$ cat config.mk
export PLATFORM = sky130hd
export DESIGN_NAME = alu_seq
export DESIGN_NICKNAME = d
export VERILOG_FILES = /design/src/rtl/alu_pkg.sv /design/src/rtl/alu_seq_flag_acc.sv /design/src/rtl/alu_seq.sv
export SDC_FILE = /design/constraint.sdc
export NUM_CORES = 1
export LEC_CHECK = 0
export ABC_AREA = 1
export CAP_MARGIN = 10
export CELL_PAD_IN_SITES_DETAIL_PLACEMENT = 0
export CELL_PAD_IN_SITES_GLOBAL_PLACEMENT = 2
export CORE_ASPECT_RATIO = 2
export CORE_MARGIN = 1.5
export CORE_UTILIZATION = 23
export DETAILED_ROUTE_END_ITERATION = 10
export PLACE_DENSITY = 0.79
export SETUP_SLACK_MARGIN = 0.2
export SLEW_MARGIN = 20
export SYNTH_ARGS = -nofsm -noshare
export SYNTH_HDL_FRONTEND = slang
export SYNTH_SLANG_ARGS = --single-unit
export TNS_END_PERCENT = 1
$ cat constraint.sdc
create_clock -name clk -period 1.5 [get_ports clk]
set_clock_uncertainty 0.05 [all_clocks]
set_input_delay 0.3 -clock clk [delete_from_list [all_inputs] [get_ports clk]]
set_output_delay 0.3 -clock clk [all_outputs]
set_load 0.05 [all_outputs]
$ cat src/rtl/alu_pkg.sv
// Shared definitions for the nibble-serial ALU sequencer: ALU mode codes,
// flag bit positions, sequencer state encoding and the op-to-mode mapping.
package alu_pkg;

  localparam logic [3:0] ALU_ADD  = 4'b0000;
  localparam logic [3:0] ALU_ADC  = 4'b0001;
  localparam logic [3:0] ALU_SUB  = 4'b0010;
  localparam logic [3:0] ALU_SBB  = 4'b0011;
  localparam logic [3:0] ALU_SHL  = 4'b0100;
  localparam logic [3:0] ALU_SHR  = 4'b0101;
  localparam logic [3:0] ALU_AND  = 4'b0110;
  localparam logic [3:0] ALU_OR   = 4'b0111;
  localparam logic [3:0] ALU_XOR  = 4'b1000;
  localparam logic [3:0] ALU_NOT  = 4'b1001;
  localparam logic [3:0] ALU_NAND = 4'b1010;
  localparam logic [3:0] ALU_NOR  = 4'b1011;

  localparam int FLG_C  = 0;
  localparam int FLG_B  = 1;
  localparam int FLG_Z  = 2;
  localparam int FLG_LT = 3;

  typedef enum logic [1:0] {
    ST_IDLE = 2'd0,
    ST_EXEC = 2'd1,
    ST_DONE = 2'd2
  } seq_state_e;

  function automatic logic is_add_op(input logic [3:0] op);
    return (op == ALU_ADD) || (op == ALU_ADC);
  endfunction

  function automatic logic is_sub_op(input logic [3:0] op);
    return (op == ALU_SUB) || (op == ALU_SBB);
  endfunction

  // Every nibble pass of an add/sub needs the chained variant of the ALU mode.
  function automatic logic [3:0] alu_mode_map(input logic [3:0] op);
    case (op)
      ALU_ADD, ALU_ADC: return ALU_ADC;
      ALU_SUB, ALU_SBB: return ALU_SBB;
      ALU_SHL, ALU_SHR, ALU_AND, ALU_OR,
      ALU_XOR, ALU_NOT, ALU_NAND, ALU_NOR: return op;
      default: return op;
    endcase
  endfunction

endpackage

$ cat src/rtl/alu_seq_flag_acc.sv
// Per-nibble result patching for shifts, carry/borrow chain register and
// accumulation of the wide C/B/Z/LT flags across nibble passes.
module alu_seq_flag_acc
  import alu_pkg::*;
(
  input  logic       clk,
  input  logic       rst,
  input  logic       start_i,
  input  logic       start_chain_i,
  input  logic       exec_i,
  input  logic       last_i,
  input  logic [3:0] op_i,
  input  logic [3:0] a_nib_i,
  input  logic [3:0] b_nib_i,
  input  logic       a_prev_b3_i,
  input  logic       a_next_b0_i,
  input  logic       a_msb_i,
  input  logic       a_lsb_i,
  input  logic [3:0] alu_c_i,
  input  logic [3:0] alu_flags_i,
  output logic [3:0] res_nib_o,
  output logic       chain_o,
  output logic [3:0] flags_o
);

  logic       chain_q, chain_d;
  logic       lt_q, lt_d;
  logic       z_q, z_d;
  logic [3:0] flags_q, flags_d;
  logic       lt_nib, z_nib;
  logic       unused_alu_z;

  // The ALU's own zero flag only covers one nibble; Z is rebuilt locally.
  assign unused_alu_z = alu_flags_i[FLG_Z];

  always_comb begin
    res_nib_o = alu_c_i;
    if (op_i == ALU_SHL) res_nib_o[0] = a_prev_b3_i;
    if (op_i == ALU_SHR) res_nib_o[3] = a_next_b0_i;

    lt_nib  = alu_flags_i[FLG_LT] | ((a_nib_i == b_nib_i) & lt_q);
    z_nib   = z_q & (res_nib_o == 4'd0);
    chain_d = chain_q;
    lt_d    = lt_q;
    z_d     = z_q;
    flags_d = flags_q;

    if (start_i) begin
      chain_d = start_chain_i;
      lt_d    = 1'b0;
      z_d     = 1'b1;
    end else if (exec_i) begin
      chain_d = is_sub_op(op_i) ? alu_flags_i[FLG_B] : alu_flags_i[FLG_C];
      lt_d    = lt_nib;
      z_d     = z_nib;
      if (last_i) begin
        if (is_add_op(op_i))       flags_d[FLG_C] = alu_flags_i[FLG_C];
        else if (op_i == ALU_SHL)  flags_d[FLG_C] = a_msb_i;
        else if (op_i == ALU_SHR)  flags_d[FLG_C] = a_lsb_i;
        else                       flags_d[FLG_C] = 1'b0;
        flags_d[FLG_B]  = is_sub_op(op_i) ? alu_flags_i[FLG_B] : 1'b0;
        flags_d[FLG_Z]  = z_nib;
        flags_d[FLG_LT] = lt_nib;
      end
    end
  end

  always_ff @(posedge clk) begin
    if (rst) begin
      chain_q <= 1'b0;
      lt_q    <= 1'b0;
      z_q     <= 1'b1;
      flags_q <= 4'd0;
    end else begin
      chain_q <= chain_d;
      lt_q    <= lt_d;
      z_q     <= z_d;
      flags_q <= flags_d;
    end
  end

  assign chain_o = chain_q;
  assign flags_o = flags_q;

endmodule

$ cat src/rtl/alu_seq.sv
// Nibble-serial wide-operation sequencer in front of a shared 4-bit ALU.
// Define ALU_SEQ_B2B_EN to allow back-to-back response/request handshakes in DONE.
module alu_seq
  import alu_pkg::*;
#(
  parameter int NIBBLES = 2
) (
  input  logic                 clk,
  input  logic                 rst,
  input  logic                 req_valid,
  output logic                 req_ready,
  input  logic [3:0]           req_op,
  input  logic [4*NIBBLES-1:0] req_a,
  input  logic [4*NIBBLES-1:0] req_b,
  input  logic                 req_cin,
  output logic                 rsp_valid,
  input  logic                 rsp_ready,
  output logic [4*NIBBLES-1:0] rsp_result,
  output logic [3:0]           rsp_flags,
  output logic [3:0]           alu_a,
  output logic [3:0]           alu_b,
  output logic [3:0]           alu_mode,
  output logic                 alu_carry_f,
  output logic                 alu_borrow_f,
  input  logic [3:0]           alu_c,
  input  logic [3:0]           alu_flags
);

  localparam int W = 4 * NIBBLES;

  seq_state_e     state_q, state_d;
  logic [1:0]     idx_q, idx_d;
  logic           rsp_valid_q, rsp_valid_d;
  logic [W-1:0]   result_q, result_d;
  logic [3:0]     op_q, op_d;
  logic [W-1:0]   a_q, a_d, b_q, b_d;

  logic           exec, last, accept, start_chain, chain;
  logic [3:0]     a_nib, b_nib, res_nib;
  logic           a_prev_b3, a_next_b0;
  logic [W-1:0]   a_shl, a_shr;

  assign exec = (state_q == ST_EXEC);
  assign last = (idx_q == 2'(NIBBLES - 1));

`ifdef ALU_SEQ_B2B_EN
  assign req_ready = (state_q == ST_IDLE) || ((state_q == ST_DONE) && rsp_ready);
`else
  assign req_ready = (state_q == ST_IDLE);
`endif

  assign accept      = req_valid && req_ready;
  assign start_chain = req_cin && ((req_op == ALU_ADC) || (req_op == ALU_SBB));

  // Bit 4i of a_shl is a[4i-1] and bit 4i+3 of a_shr is a[4i+4], zero at the ends.
  assign a_shl = {a_q[W-2:0], 1'b0};
  assign a_shr = {1'b0, a_q[W-1:1]};

  always_comb begin
    a_nib     = 4'd0;
    b_nib     = 4'd0;
    a_prev_b3 = 1'b0;
    a_next_b0 = 1'b0;
    for (int i = 0; i < NIBBLES; i++) begin
      if (idx_q == 2'(i)) begin
        a_nib     = a_q[4*i +: 4];
        b_nib     = b_q[4*i +: 4];
        a_prev_b3 = a_shl[4*i];
        a_next_b0 = a_shr[4*i+3];
      end
    end
  end

  alu_seq_flag_acc u_flag_acc (
    .clk           (clk),
    .rst           (rst),
    .start_i       (accept),
    .start_chain_i (start_chain),
    .exec_i        (exec),
    .last_i        (last),
    .op_i          (op_q),
    .a_nib_i       (a_nib),
    .b_nib_i       (b_nib),
    .a_prev_b3_i   (a_prev_b3),
    .a_next_b0_i   (a_next_b0),
    .a_msb_i       (a_q[W-1]),
    .a_lsb_i       (a_q[0]),
    .alu_c_i       (alu_c),
    .alu_flags_i   (alu_flags),
    .res_nib_o     (res_nib),
    .chain_o       (chain),
    .flags_o       (rsp_flags)
  );

  always_comb begin
    state_d  = state_q;
    idx_d    = idx_q;
    result_d = result_q;
    op_d     = op_q;
    a_d      = a_q;
    b_d      = b_q;

    case (state_q)
      ST_IDLE: if (accept) state_d = ST_EXEC;
      ST_EXEC: begin
        if (last) state_d = ST_DONE;
        else      idx_d   = idx_q + 2'd1;
      end
      ST_DONE: if (rsp_ready) state_d = accept ? ST_EXEC : ST_IDLE;
      default: state_d = ST_IDLE;
    endcase

    for (int i = 0; i < NIBBLES; i++) begin
      if (exec && (idx_q == 2'(i))) result_d[4*i +: 4] = res_nib;
    end

    if (accept) begin
      op_d  = req_op;
      a_d   = req_a;
      b_d   = req_b;
      idx_d = 2'd0;
    end

    rsp_valid_d = (state_d == ST_DONE);
  end

  always_ff @(posedge clk) begin
    if (rst) begin
      state_q     <= ST_IDLE;
      idx_q       <= 2'd0;
      rsp_valid_q <= 1'b0;
      result_q    <= '0;
    end else begin
      state_q     <= state_d;
      idx_q       <= idx_d;
      rsp_valid_q <= rsp_valid_d;
      result_q    <= result_d;
    end
  end

  always_ff @(posedge clk) begin
    op_q <= op_d;
    a_q  <= a_d;
    b_q  <= b_d;
  end

  assign rsp_valid    = rsp_valid_q;
  assign rsp_result   = result_q;
  assign alu_a        = exec ? a_nib : 4'd0;
  assign alu_b        = exec ? b_nib : 4'd0;
  assign alu_mode     = exec ? alu_mode_map(op_q) : 4'd0;
  assign alu_carry_f  = exec && is_add_op(op_q) && chain;
  assign alu_borrow_f = exec && is_sub_op(op_q) && chain;

endmodule

======== Yosys cells after proc, flatten, opt, wreduce, memory -nomap -nowiden ========
Cells that the tools add are included.
cells by class
  equal/unequal tests ..................... 12
  reduce and logical (&&, ||, !) cells .... 21
  muxes and demuxes ....................... 25
  $add $sub $neg .......................... 1
  bitwise logic cells ..................... 5
operators by type and width
  operator               count
  $mux W4                7
  $mux W1                13
  $eq A4 B2 Y1 const B   3
  $eq A4 B1 Y1 const B   2
  $eq A4 B3 Y1 const B   2
  $logic_and A1 B1 Y1    8
  $logic_not A4 Y1       2
  $pmux W4 S2            1
  $mux W2                3
  $pmux W2 S3            1
  $reduce_or A2 Y1       3
  $eq A2 B1 Y1 const B   2
  $eq A2 B2 Y1 const B   2
  $eq A4 B4 Y1           1
  $logic_not A2 Y1       2
  $logic_or A1 B1 Y1     3
  $reduce_and A3 Y1      1
  $add A2 B1 Y2 const B  1
  $and A1 B1 Y1          2
  $not A1 Y1             2
  $reduce_and A2 Y1      1
  $reduce_bool A2 Y1     1
  $or A1 B1 Y1           1
storage, ports and cells
  bits of input ports ..................... 33
  register bits after elaboration ......... 40
  logic and storage cells ................. 76
  output and inout port bits .............. 28

======== Longest topological paths before layout ========
Gate-level depths: netlist of the first run.
  word-level depth ........................ 6
  mapped depth ............................ 13
  gate-level depth less buffers ........... 13

======== By module ========
A second synthesis of the first run with hierarchy kept.
unflattened totals
  cell total of the unflattened synthesis .. 240
  area, all modules ....................... 1970.6 sq um
by module, submodules not included
  module            cells each  seq. area each (sq um)  area each (sq um)  times used
  alu_seq           156         860.8                   1426.4             1
  alu_seq_flag_acc  84          140.1                   544.3              1

======== Worst setup path before layout of the first run ========
No wires, ideal clock.
  kind .................................... reg2out
  start ................................... reg op_q[2]
  end ..................................... out alu_carry_f
  stages on the path, launching flop included .. 4
  slack ................................... -1.002 ns
  required time ........................... 1.150 ns
  path buffers ............................ 0
  arrival ................................. 2.152 ns
  path through ............................ edfxtp_1 > nor2_1 > inv_1 > nor4_1
on the way
  longest elaborated chain between the ends .. 4
  elaborated cells between the ends (all ways) .. 5
  classes of those cells .................. 1 x eq/ne; 4 x reduce/logical
ends and longest elaborated chain
  what                                              RTL line        text
  start, declared                                   alu_seq.sv:35   logic [3:0] op_q, op_d;
  start signal, assigned                            alu_seq.sv:142  op_q <= op_d;
  $eq A4 B1 Y1 or $logic_not A4 Y1 (tied branches)  alu_pkg.sv:30   return (op == ALU_ADD) || (op == ALU_ADC);
  $logic_or A1 B1 Y1 *                              alu_pkg.sv:30
  $logic_and A1 B1 Y1 * (2 in a row)                alu_seq.sv:152  assign alu_carry_f = exec && is_add_op(op_q) && chain;
  end, declared                                     alu_seq.sv:23   output logic alu_carry_f,
Mark *: on every way between the ends. The rest lies on a longest branch, timed or not.

======== Worst setup path after layout of the first run ========
  start ................................... reg idx_q[0]
  end ..................................... out alu_b[2]
on the way
  longest elaborated chain between the ends .. 4
  elaborated cells between the ends (all ways) .. 5
  classes of those cells .................. 1 x eq/ne; 3 x mux; 1 x reduce/logical
ends and longest elaborated chain
  what                    RTL line        text
  start, declared         alu_seq.sv:32   logic [1:0] idx_q, idx_d;
  start signal, assigned  alu_seq.sv:135  idx_q <= idx_d;
  $logic_not A2 Y1        alu_seq.sv:65   if (idx_q == 2'(i)) begin
  $mux W4                 alu_seq.sv:65
  $mux W4 *               alu_seq.sv:65
  $mux W4 *               alu_seq.sv:150  assign alu_b = exec ? b_nib : 4'd0;
  end, declared           alu_seq.sv:21   output logic [3:0] alu_b,
Marks and branches as above.

==> run_results.csv, run 1 <==
group,metric,value,unit
run_status,run_status,"finished, violations left",
run_status,violations,"negative setup slack",
yosys,ys_seq_area_share,52.77,%
final_layout,drive_gt1_share,39.44,%
power_and_ir_drop,p_leak,0.001480,µW
sta,rsz0062_at_grt,"yes",
route,totalWireLength,5.587,mm
route,antenna_left,0,
clock_tree,clk_transition_reported_paths,0.06,ns
yosys,async_flop_share,0,%
final_layout,stdcell_area,3541,µm²
yosys,postSynthCellCount,230,
grt,grt_max_degree,24,
yosys,synth-edff-count,20,
critical_path,worst_path_max_delay_cell,"dfxtp_4",
yosys,synth_cell_type_count,28,
floorplanning,die_x,67.22,µm
final_layout,final_nets,356,
critical_path,cp_common_cell,"nand2_2",
clock_tree,clock_path_buffers,2,
critical_path,slowest_delay,0.36,ns
sta,worst_slack,-0.3033,ns
power_and_ir_drop,vdd_drop_max,0.0006484,V
critical_path,rr_startpoint,"idx_q[0]$_SDFFE_PP0P_",
critical_path,worst_setup_path_start_kind,"flop",
critical_path,critPathKind,"flop to primary output",
grt,antenna_found_initial,0,
place,place_area,3153,µm²
floorplanning,pin_count,61,
route,vias_per_cell,4.368,
yosys,synth_nets,265,
critical_path,path_max_fanout,4,
critical_path,critPathLaunch,"idx_q[0]$_SDFFE_PP0P_",
yosys,yosysTopAreaCellShare,31.66,%
yosys,synth_top_cells_by_count,"nand2_1 (58), nor2_1 (31), inv_1 (27), dfxtp_1 (20), edfxtp_1 (20)",
yosys,ys_warn_count,0,
clock_tree,clock-sinks,40,
place,hpwl,4.293,mm
place,routabilityCongestion,0.7388,
place,io_buffers,59,
sta,fmax,554.5,MHz
route,firstDrtPassIters,4,
clock_tree,htreeDepth,2,
route,dr_total_vias,1826,
floorplanning,num_rows,46,
sta,report.final.slew_viol_count,0,
critical_path,crit_chain,"inv_4 > ha_4 > buf_6 > nand2_2 > nand2_2 > o21ai_2 > nor2_4 > buf_12",
final_layout,syn2layout_area_growth,86.68,%
route,drt-initial-drc-count,30,
power_and_ir_drop,power,3576,µW
run,drv_cap,0,
floorplanning,die-height,131.4,µm
clock_tree,cts_made_buffers,5,
grt,grt_use_total,13.43,%
critical_path,cp.arrival,1.45,ns
clock_tree,clk_latency,0.29,ns
yosys,synth-main-ff-cell,"edfxtp_1",
clock_tree,cts_tree,"yes",
grt,gr-total-overflow,0,
place,pre_cts_slack,-0.1888,ns
floorplanning,die_area,8834,µm²
critical_path,path_buf_inv,3,
yosys,syn_area,1897,µm²
critical_path,worst_ep_required_time,1.15,ns
final_layout,num-fill-cells,765,
critical_path,path_delay_family,"flip-flops",
yosys,synth_area_leaders,"edfxtp_1 (32%), dfxtp_1 (21%), nand2_1 (11%), nor2_1 (6.1%), inv_1 (5.3%)",
sta,fin_crit_sh,120.2,%
sta,hold_viol_final,0,
route,drc,0,
floorplanning,start_util,23.88,%
yosys,yosys.area.top_type,"edfxtp_1",
power_and_ir_drop,power_density,1010,nW/µm²
clock_tree,clockRootBuffer,"clkbuf_16",
sta,min_period,1.803,ns
yosys,avgSynthCellArea,8.247,µm²
grt,grt_pass1_vias,1867,
sta,maxSlewHeadroom,79.20,%
min_path,worstHoldStart,"rst",
floorplanning,core,7943,µm²
yosys,yosysMostFrequentCell,"nand2_1",
clock_tree,hold_buffers,0,
final_layout,diodes,0,
critical_path,endpoint_kind,"primary output",
sta,setup_violations,17,
min_path,hp-class,"input port to flop",
grt,grt_first_pass_wirelength,8.811,mm
sta,tightest_slew,0.3097,ns
route,post_drt_wl_per_cell,13.37,µm
yosys,synth_seq_cells,40,
==> state kept, by name (all words and copies together), names as in the netlist <==
register	count
idx_q	2
rsp_valid	1
rsp_result	8
state_q	2
op_q	4
u_flag_acc.z_q	1
u_flag_acc.lt_q	1
a_q	8
u_flag_acc.flags_o	4
u_flag_acc.chain_o	1
b_q	8
==> worst paths after layout <==
kind / end / depth (start not counted) / slack, ns
worst max-delay path: alu_b[2] / 8 / -0.30
worst min-delay path: state_q[1]$_SDFF_PP0_ / 2 / 0.28
worst max register to register: u_flag_acc.flags_o[3]$_SDFFE_PP0P_ / 15 / -0.17
worst min register to register: u_flag_acc.z_q$_SDFFE_PP1P_ / 2 / 0.43
==> stage by stage <==
stage          utilization, %  TNS, ns  hold WS [ns]  instances
2_1_floorplan               -   -1.727        0.3489        230
3_3_place_gp            39.70   -1.575        0.4108        401
3_5_place_dp            39.70   -2.209        0.4174        401
4_1_cts                 43.35   -3.681        0.4347        414
5_1_grt                 44.58   -5.091        0.3359        418
6_report                44.58   -3.751        0.2792        418
==> where the power goes <==
part           leakage (µW)  internal (µW)  switching, µW
Clock             0.0000808            782            419
Sequential         0.000357           1230           58.3
Combinational       0.00104            519            571
Total               0.00148           2530           1050
==> layout make-up <==
cell class / count / area, µm² / area share, %
clock inverters: 2 / 35.03 / 0.9894
clock buffers: 6 / 128.9 / 3.640
flip-flops and latches: 40 / 1011 / 28.55
repair buffers: 91 / 1161 / 32.79
well taps: 96 / 120.1 / 3.392
inverters: 31 / 137.6 / 3.887
multi-input cells: 152 / 947.2 / 26.75
==> cells by family after synthesis <==
group / share of synthesized area (%)
buffers and inverters: 9.433
DFF: 52.77
adders and majority gates: 1.319
AOI/OAI and AO/OA: 11.74
and+or+nand+nor: 24.74
==> per-layer routing <==
metal | wire length, µm | track usage [%] | up-vias
met5 | 0 | 0 | -
met4 | 113 | 5.896 | 0
met3 | 248 | 2.740 | 7
met2 | 3401 | 26.79 | 37
met1 | 1823 | 11.74 | 855
li1 | - | - | 927
==> placed cells by master (no fill, tap or decap), drive strengths merged <==
cell type,n
a21oi,14
a41oi,2
buf,60
bufinv,1
clkbuf,6
clkdlybuf4s50,30
clkinv,1
clkinvlp,1
dfxtp,20
dlymetal6s2s,1
edfxtp,20
ha,2
inv,30
nand2,58
nand3,14
nand3b,1
nand4,1
nor2,33
nor3,2
nor3b,1
nor4,1
o211ai,1
o21a,2
o21ai,18
o21bai,2
==> timing repair <==
action                     CTS  global route
setup buffers                5             4
gates resized for setup     30            24
cloned                       0             0
pin swaps                   11            13
setup endpoints to repair   33            35
Note: power is estimated with default switching activity, not from simulation.
==> run 2, diff against run 1 <==
Clock period 1.5 ns to 1.6 ns, I/O delays scaled along.
==> run 2 against run 1 <==
Effect of this change: the run still ends with negative setup slack left; largest cell class unchanged; final cell count shrank 0.96%; hold slack improved by 0.15 ns; largest power group unchanged; critical endpoint is now alu_b[1]; count of clock-buffer cells in the layout stayed put.
==> run_results.csv, run 2 (synthesized netlist as in run 1, its figures left out) <==
group,metric,value,unit
floorplanning,pin_count,61,
place,io_buffers,59,
power_and_ir_drop,vdd_drop_max,0.0009163,V
clock_tree,clockRootBuffer,"clkbuf_16",
run,drv_cap,0,
route,post_drt_wl_per_cell,13.39,µm
floorplanning,core,7943,µm²
sta,report.final.slew_viol_count,0,
sta,min_period,1.780,ns
sta,setup_violations,14,
grt,grt_use_total,14.00,%
min_path,hp-class,"flop to flop",
grt,grt_pass1_vias,1883,
floorplanning,num_rows,46,
sta,maxSlewHeadroom,80.46,%
floorplanning,start_util,23.88,%
critical_path,path_delay_family,"flip-flops",
final_layout,stdcell_area,3457,µm²
place,hpwl,4.377,mm
clock_tree,htreeDepth,2,
sta,fin_crit_sh,111.2,%
run_status,violations,"negative setup slack",
floorplanning,die-height,131.4,µm
place,routabilityCongestion,0.7536,
run_status,run_status,"finished, violations left",
place,place_area,3133,µm²
final_layout,num-fill-cells,793,
clock_tree,clock-sinks,40,
route,totalWireLength,5.544,mm
sta,fmax,561.9,MHz
sta,rsz0062_at_grt,"yes",
route,firstDrtPassIters,4,
critical_path,critPathKind,"flop to primary output",
final_layout,layout_common_cells,"nand2_1 (46), clkdlybuf4s50_1 (31), buf_12 (29)",
critical_path,path_max_fanout,9,
critical_path,worst_ep_required_time,1.23,ns
min_path,worstHoldStart,"u_flag_acc.z_q$_SDFFE_PP1P_",
grt,gr-total-overflow,0,
final_layout,final_nets,352,
critical_path,critPathLaunch,"idx_q[1]$_SDFFE_PP0P_",
grt,grt_first_pass_wirelength,9.108,mm
grt,grt_max_degree,13,
power_and_ir_drop,power_density,952.9,nW/µm²
critical_path,crit_chain,"inv_4 > ha_4 > buf_6 > nand2_1 > nand2_2 > nor2_4 > buf_12",
critical_path,slowest_delay,0.35,ns
route,antenna_left,0,
sta,tightest_slew,0.2927,ns
route,drc,0,
route,vias_per_cell,4.338,
clock_tree,cts_made_buffers,5,
final_layout,syn2layout_area_growth,82.26,%
critical_path,worst_path_max_delay_cell,"dfxtp_2",
clock_tree,hold_buffers,0,
critical_path,cp.arrival,1.41,ns
critical_path,endpoint_kind,"primary output",
final_layout,final_common_cell,"nand2_1",
clock_tree,clk_transition_reported_paths,0.06,ns
final_layout,fin_util,43.53,%
clock_tree,clk_latency,0.28,ns
clock_tree,cts_tree,"yes",
final_layout,diodes,0,
clock_tree,clock_path_buffers,2,
sta,hold_viol_final,0,
floorplanning,die_area,8834,µm²
grt,antenna_found_initial,0,
critical_path,path_buf_inv,3,
final_layout,drive_gt1_share,35.85,%
critical_path,worst_setup_path_start_kind,"flop",
critical_path,rr_startpoint,"idx_q[1]$_SDFFE_PP0P_",
floorplanning,die_x,67.22,µm
route,drt-initial-drc-count,46,
sta,worst_slack,-0.1797,ns
critical_path,reg2reg_slack,-0.01,ns
route,dr_total_vias,1796,
power_and_ir_drop,p_leak,0.001437,µW
[run 2: cell count changes in the layout (fill, tap and decap cells not counted), sizes merged]
cell           delta
clkdlybuf4s50     +1
clkinvlp          +1
dlymetal6s2s      -1
buf               -5
[run 2: timing repair]
action,4_1_cts,5_1_grt
gates cloned,1,0
gates resized for setup,31,6
setup endpoints to repair,29,32
buffers inserted,5,0
pin swaps,17,2
[run 2: routing by layer]
| layer | vias up | part of all wire [%] | GRT usage (%) |
|---|---|---|---|
| met4 | 0 | 2.5 | 6.349 |
| met2 | 37 | 60 | 26.29 |
| li1 | 925 | - | - |
| met1 | 825 | 34 | 13.56 |
| met3 | 9 | 3.5 | 3.168 |
| met5 | - | 0 | 0 |
[run 2: worst reg2reg max path, delay by kind of cell (launching register included)]
family,cells,cell delay (ns)
buffers and inverters,5,0.64
adders and majority gates,1,0.17
and+or+nand+nor,1,0.20
AOI/OAI and AO/OA,2,0.17
DFF,1,0.33
[run 2: final cells by class]
class	instances	area, µm²	area share [%]
Clock buffer	6	128.9	3.728
Inverter	31	130.1	3.764
Timing Repair inverter	1	7.507	0.2172
Timing Repair Buffer	86	1109	32.07
Multi-Input combinational cell	152	922.1	26.67
Clock inverter	2	35.03	1.013
Sequential cell	40	1005	29.06
Tap cell	96	120.1	3.474
[run 2: final timing paths]
path	to	cells after the start
worst max-delay path	alu_b[1]	7
worst min-delay path	u_flag_acc.z_q$_SDFFE_PP1P_	2
worst max register to register	u_flag_acc.flags_o[1]$_SDFFE_PP0P_	9
worst min register to register	u_flag_acc.z_q$_SDFFE_PP1P_	2
[run 2: power breakdown]
| part | switching, µW | total (µW) | internal, µW | leakage (µW) |
|---|---|---|---|---|
| Clock | 386 | 1120 | 733 | 0.0000808 |
| Combinational | 518 | 969 | 451 | 0.00100 |
| Sequential | 53.8 | 1210 | 1150 | 0.000356 |
[run 2: metrics by stage]
| stage | setup TNS [ns] | power [µW] | hold slack [ns] | setup slack, ns | std cells |
|---|---|---|---|---|---|
| 6_report | -1.587 | 3294 | 0.4288 | -0.1797 | 414 |
| 3_3_place_gp | -0.2756 | 2114 | 0.4094 | -0.05901 | 400 |
| 4_1_cts | -2.008 | 3336 | 0.4301 | -0.1951 | 414 |
| 3_5_place_dp | -0.4659 | 2122 | 0.4176 | -0.08075 | 400 |
| 2_1_floorplan | -0.3112 | 1700 | 0.3689 | -0.05268 | 230 |
| 5_1_grt | -3.650 | 3447 | 0.4760 | -0.2465 | 414 |
==> run 3, diff against run 2 <==
Settings changed: ABC_AREA 1 to not set, CORE_UTILIZATION 23 to 25, RECOVER_POWER set to 100.
==> run 3 against run 2 <==
Effect of this change: the run still ends with negative setup slack left; wire length fell by 20%; area after synthesis fell by 4.7%; via count fell by 19%; synthesized cell count fell by 30%; critical path depth did not move; setup slack got worse by 0.075 ns; largest cell class is now sequential cells; highest routed layer unchanged.
==> run_results.csv, run 3 <==
group,metric,value,unit
place,hpwl,3.430,mm
floorplanning,pin_count,61,
final_layout,drive_gt1_share,37.45,%
floorplanning,start_util,26.03,%
yosys,synth_top_cells_by_count,"nor2_1 (24), dfxtp_1 (20), edfxtp_1 (20), a21oi_1 (12), nand2_1 (12)",
clock_tree,clk_transition_reported_paths,0.06,ns
critical_path,worst_ep_required_time,1.23,ns
yosys,synth-simple-area-share,18.07,%
place,dp.cells,324,
route,vias_per_cell,4.387,
yosys,synth_compound_area_share,12.88,%
sta,maxSlewHeadroom,60.00,%
sta,min_period,1.854,ns
route,firstDrtPassIters,4,
clock_tree,clockRootBuffer,"clkbuf_16",
sta,report.final.slew_viol_count,0,
yosys,synth-edff-count,20,
clock_tree,clock_path_buffers,2,
yosys,synth-main-ff-cell,"edfxtp_1",
grt,grt_first_pass_wirelength,7.169,mm
yosys,yosys.area.top_type,"edfxtp_1",
yosys,synth_fa_ha_area_share,1.385,%
yosys,syn_area,1807,µm²
route,antenna_left,0,
yosys,synth_area_leaders,"edfxtp_1 (33%), dfxtp_1 (22%), nor2_1 (5.0%), a21oi_1 (3.3%), a22oi_1 (3.3%)",
final_layout,diodes,0,
yosys,synth_seq_cells,40,
grt,grt_pass1_vias,1534,
sta,setup_violations,11,
place,routabilityCongestion,0.8410,
final_layout,fin_util,45.27,%
yosys,async_flop_share,0,%
final_layout,final_nets,277,
floorplanning,num_rows,43,
grt,grt_use_total,12.25,%
yosys,postSynthCellCount,162,
sta,fmax,539.3,MHz
sta,fin_crit_sh,115.9,%
yosys,ys_warn_count,0,
yosys,yosys-mux-area-fraction,3.532,%
critical_path,critPathKind,"flop to primary output",
final_layout,syn2layout_area_growth,73.89,%
grt,grt_max_degree,17,
sta,fin_setup_tns,-2.213,ns
yosys,synth_cell_type_count,42,
power_and_ir_drop,power_density,987.3,nW/µm²
place,place_area,3068,µm²
yosys,ys_seq_area_share,55.40,%
run,drv_cap,0,
final_layout,fin_cells,333,
min_path,hp-class,"flop to flop",
yosys,synthXorXnorAreaFrac,4.363,%
floorplanning,core,6940,µm²
critical_path,path_max_fanout,4,
clock_tree,clock-sinks,40,
floorplanning,die-height,123.2,µm
critical_path,endpoint_kind,"primary output",
clock_tree,cts_made_buffers,5,
final_layout,stdcell_area,3142,µm²
route,dr_total_vias,1461,
route,drc,0,
grt,antenna_found_initial,0,
critical_path,reg2reg_depth,7,
min_path,min_delay_path_depth,2,
route,drt-initial-drc-count,35,
route,totalWireLength,4.415,mm
clock_tree,cts_tree,"yes",
critical_path,worst_setup_path_start_kind,"flop",
yosys,yosysMostFrequentCell,"nor2_1",
yosys,avgSynthCellArea,11.15,µm²
critical_path,cp.arrival,1.48,ns
yosys,yosysTopAreaCellShare,33.24,%
yosys,synth_nets,197,
place,io_buffers,59,
power_and_ir_drop,vdd_drop_max,0.0005991,V
clock_tree,htreeDepth,2,
clock_tree,cts_setup_buffers,0,
route,post_drt_wl_per_cell,13.26,µm
power_and_ir_drop,p_leak,0.001172,µW
clock_tree,hold_buffers,0,
run_status,run_status,"finished, violations left",
floorplanning,die_x,63.11,µm
final_layout,layout_common_cells,"edfxtp_1 (20), dlygate4sd3_1 (20), buf_12 (18)",
yosys,synth_top_family_by_area,"simple AND/OR/NAND/NOR gates",
sta,worst_slack,-0.2543,ns
final_layout,num-fill-cells,657,
sta,rsz0062_at_grt,"yes",
floorplanning,die_area,7777,µm²
clock_tree,clk_latency,0.28,ns
grt,gr-total-overflow,0,
sta,hold_viol_final,0,
run_status,violations,"negative setup slack",
sta,tightest_slew,0.6026,ns
run 3: changes by cell type after synthesis, moves of 5 or more:
cell and delta:
o21ai_1 -10, nand3_1 -11, nor2_1 -7, nand2_1 -46, inv_1 -24, mux2i_1 +5, a22oi_1 +8, xor2_1 +6
run 3: metrics by stage:
stage / total power, µW / setup slack (ns) / hold WS (ns)
6_report: 3102 / -0.2543 / 0.4034
5_1_grt: 3248 / -0.3245 / 0.4199
4_1_cts: 3192 / -0.2824 / 0.4207
3_5_place_dp: 2041 / -0.04328 / 0.4051
3_3_place_gp: 2037 / -0.04702 / 0.3996
2_1_floorplan: 1651 / 0.05262 / 0.3689
run 3: final cells by class:
| cell class | instances | area, µm² | share of cell area [%] |
|---|---|---|---|
| clock buffers | 6 | 128.9 | 4.102 |
| inverters | 3 | 20.02 | 0.6372 |
| multi-input cells | 111 | 928.4 | 29.55 |
| flip-flops and latches | 40 | 1010 | 32.14 |
| repair buffers | 81 | 907.1 | 28.87 |
| well taps | 90 | 112.6 | 3.584 |
| clock inverters | 2 | 35.03 | 1.115 |
run 3: path summary, 6_finish.rpt:
| kind | slack (ns) | from | end |
|---|---|---|---|
| setup / recovery | -0.25 | idx_q[0]$_SDFFE_PP0P_ | alu_a[1] |
| hold / removal | 0.40 | rsp_result[6]$_SDFFE_PP0P_ | rsp_result[6]$_SDFFE_PP0P_ |
| setup reg to reg | 0.05 | idx_q[1]$_SDFFE_PP0P_ | u_flag_acc.flags_o[2]$_SDFFE_PP0P_ |
| hold reg to reg | 0.40 | rsp_result[6]$_SDFFE_PP0P_ | rsp_result[6]$_SDFFE_PP0P_ |
run 3: routing by layer:
metal  global-route usage, %  wire length, µm
met1                   11.49             1505
met2                   24.27             2637
met3                   2.457              152
met4                   6.389              121
met5                       0                0
run 3: logic make-up (layout without fill, tap and decap cells):
logic type,after synthesis,in the layout
simple gates,61,61
flops,40,40
compound gates,33,33
buf+inv,11,92
xor+xnor,9,9
mux,6,6
fa+ha+maj,2,2
run 3: where the power goes:
part | internal, µW | switching (µW) | total [µW]
clock network | 733 | 367 | 1100
registers | 1150 | 49.5 | 1200
logic | 385 | 420 | 805
run 3: what timing repair did:
item | 4_1_cts | 5_1_grt
gates cloned | 1 | 0
setup endpoints to repair | 26 | 28
pin swaps | 8 | 14
gates resized for setup | 17 | 6
run 3: critical path, stage by stage, from the launching register on:
cell	delay [ns]
dfxtp_4	0.38
inv_4	0.04
ha_4	0.15
nor2b_4	0.13
buf_6	0.12
a22oi_2	0.18
nor2_4	0.06
buf_12	0.14
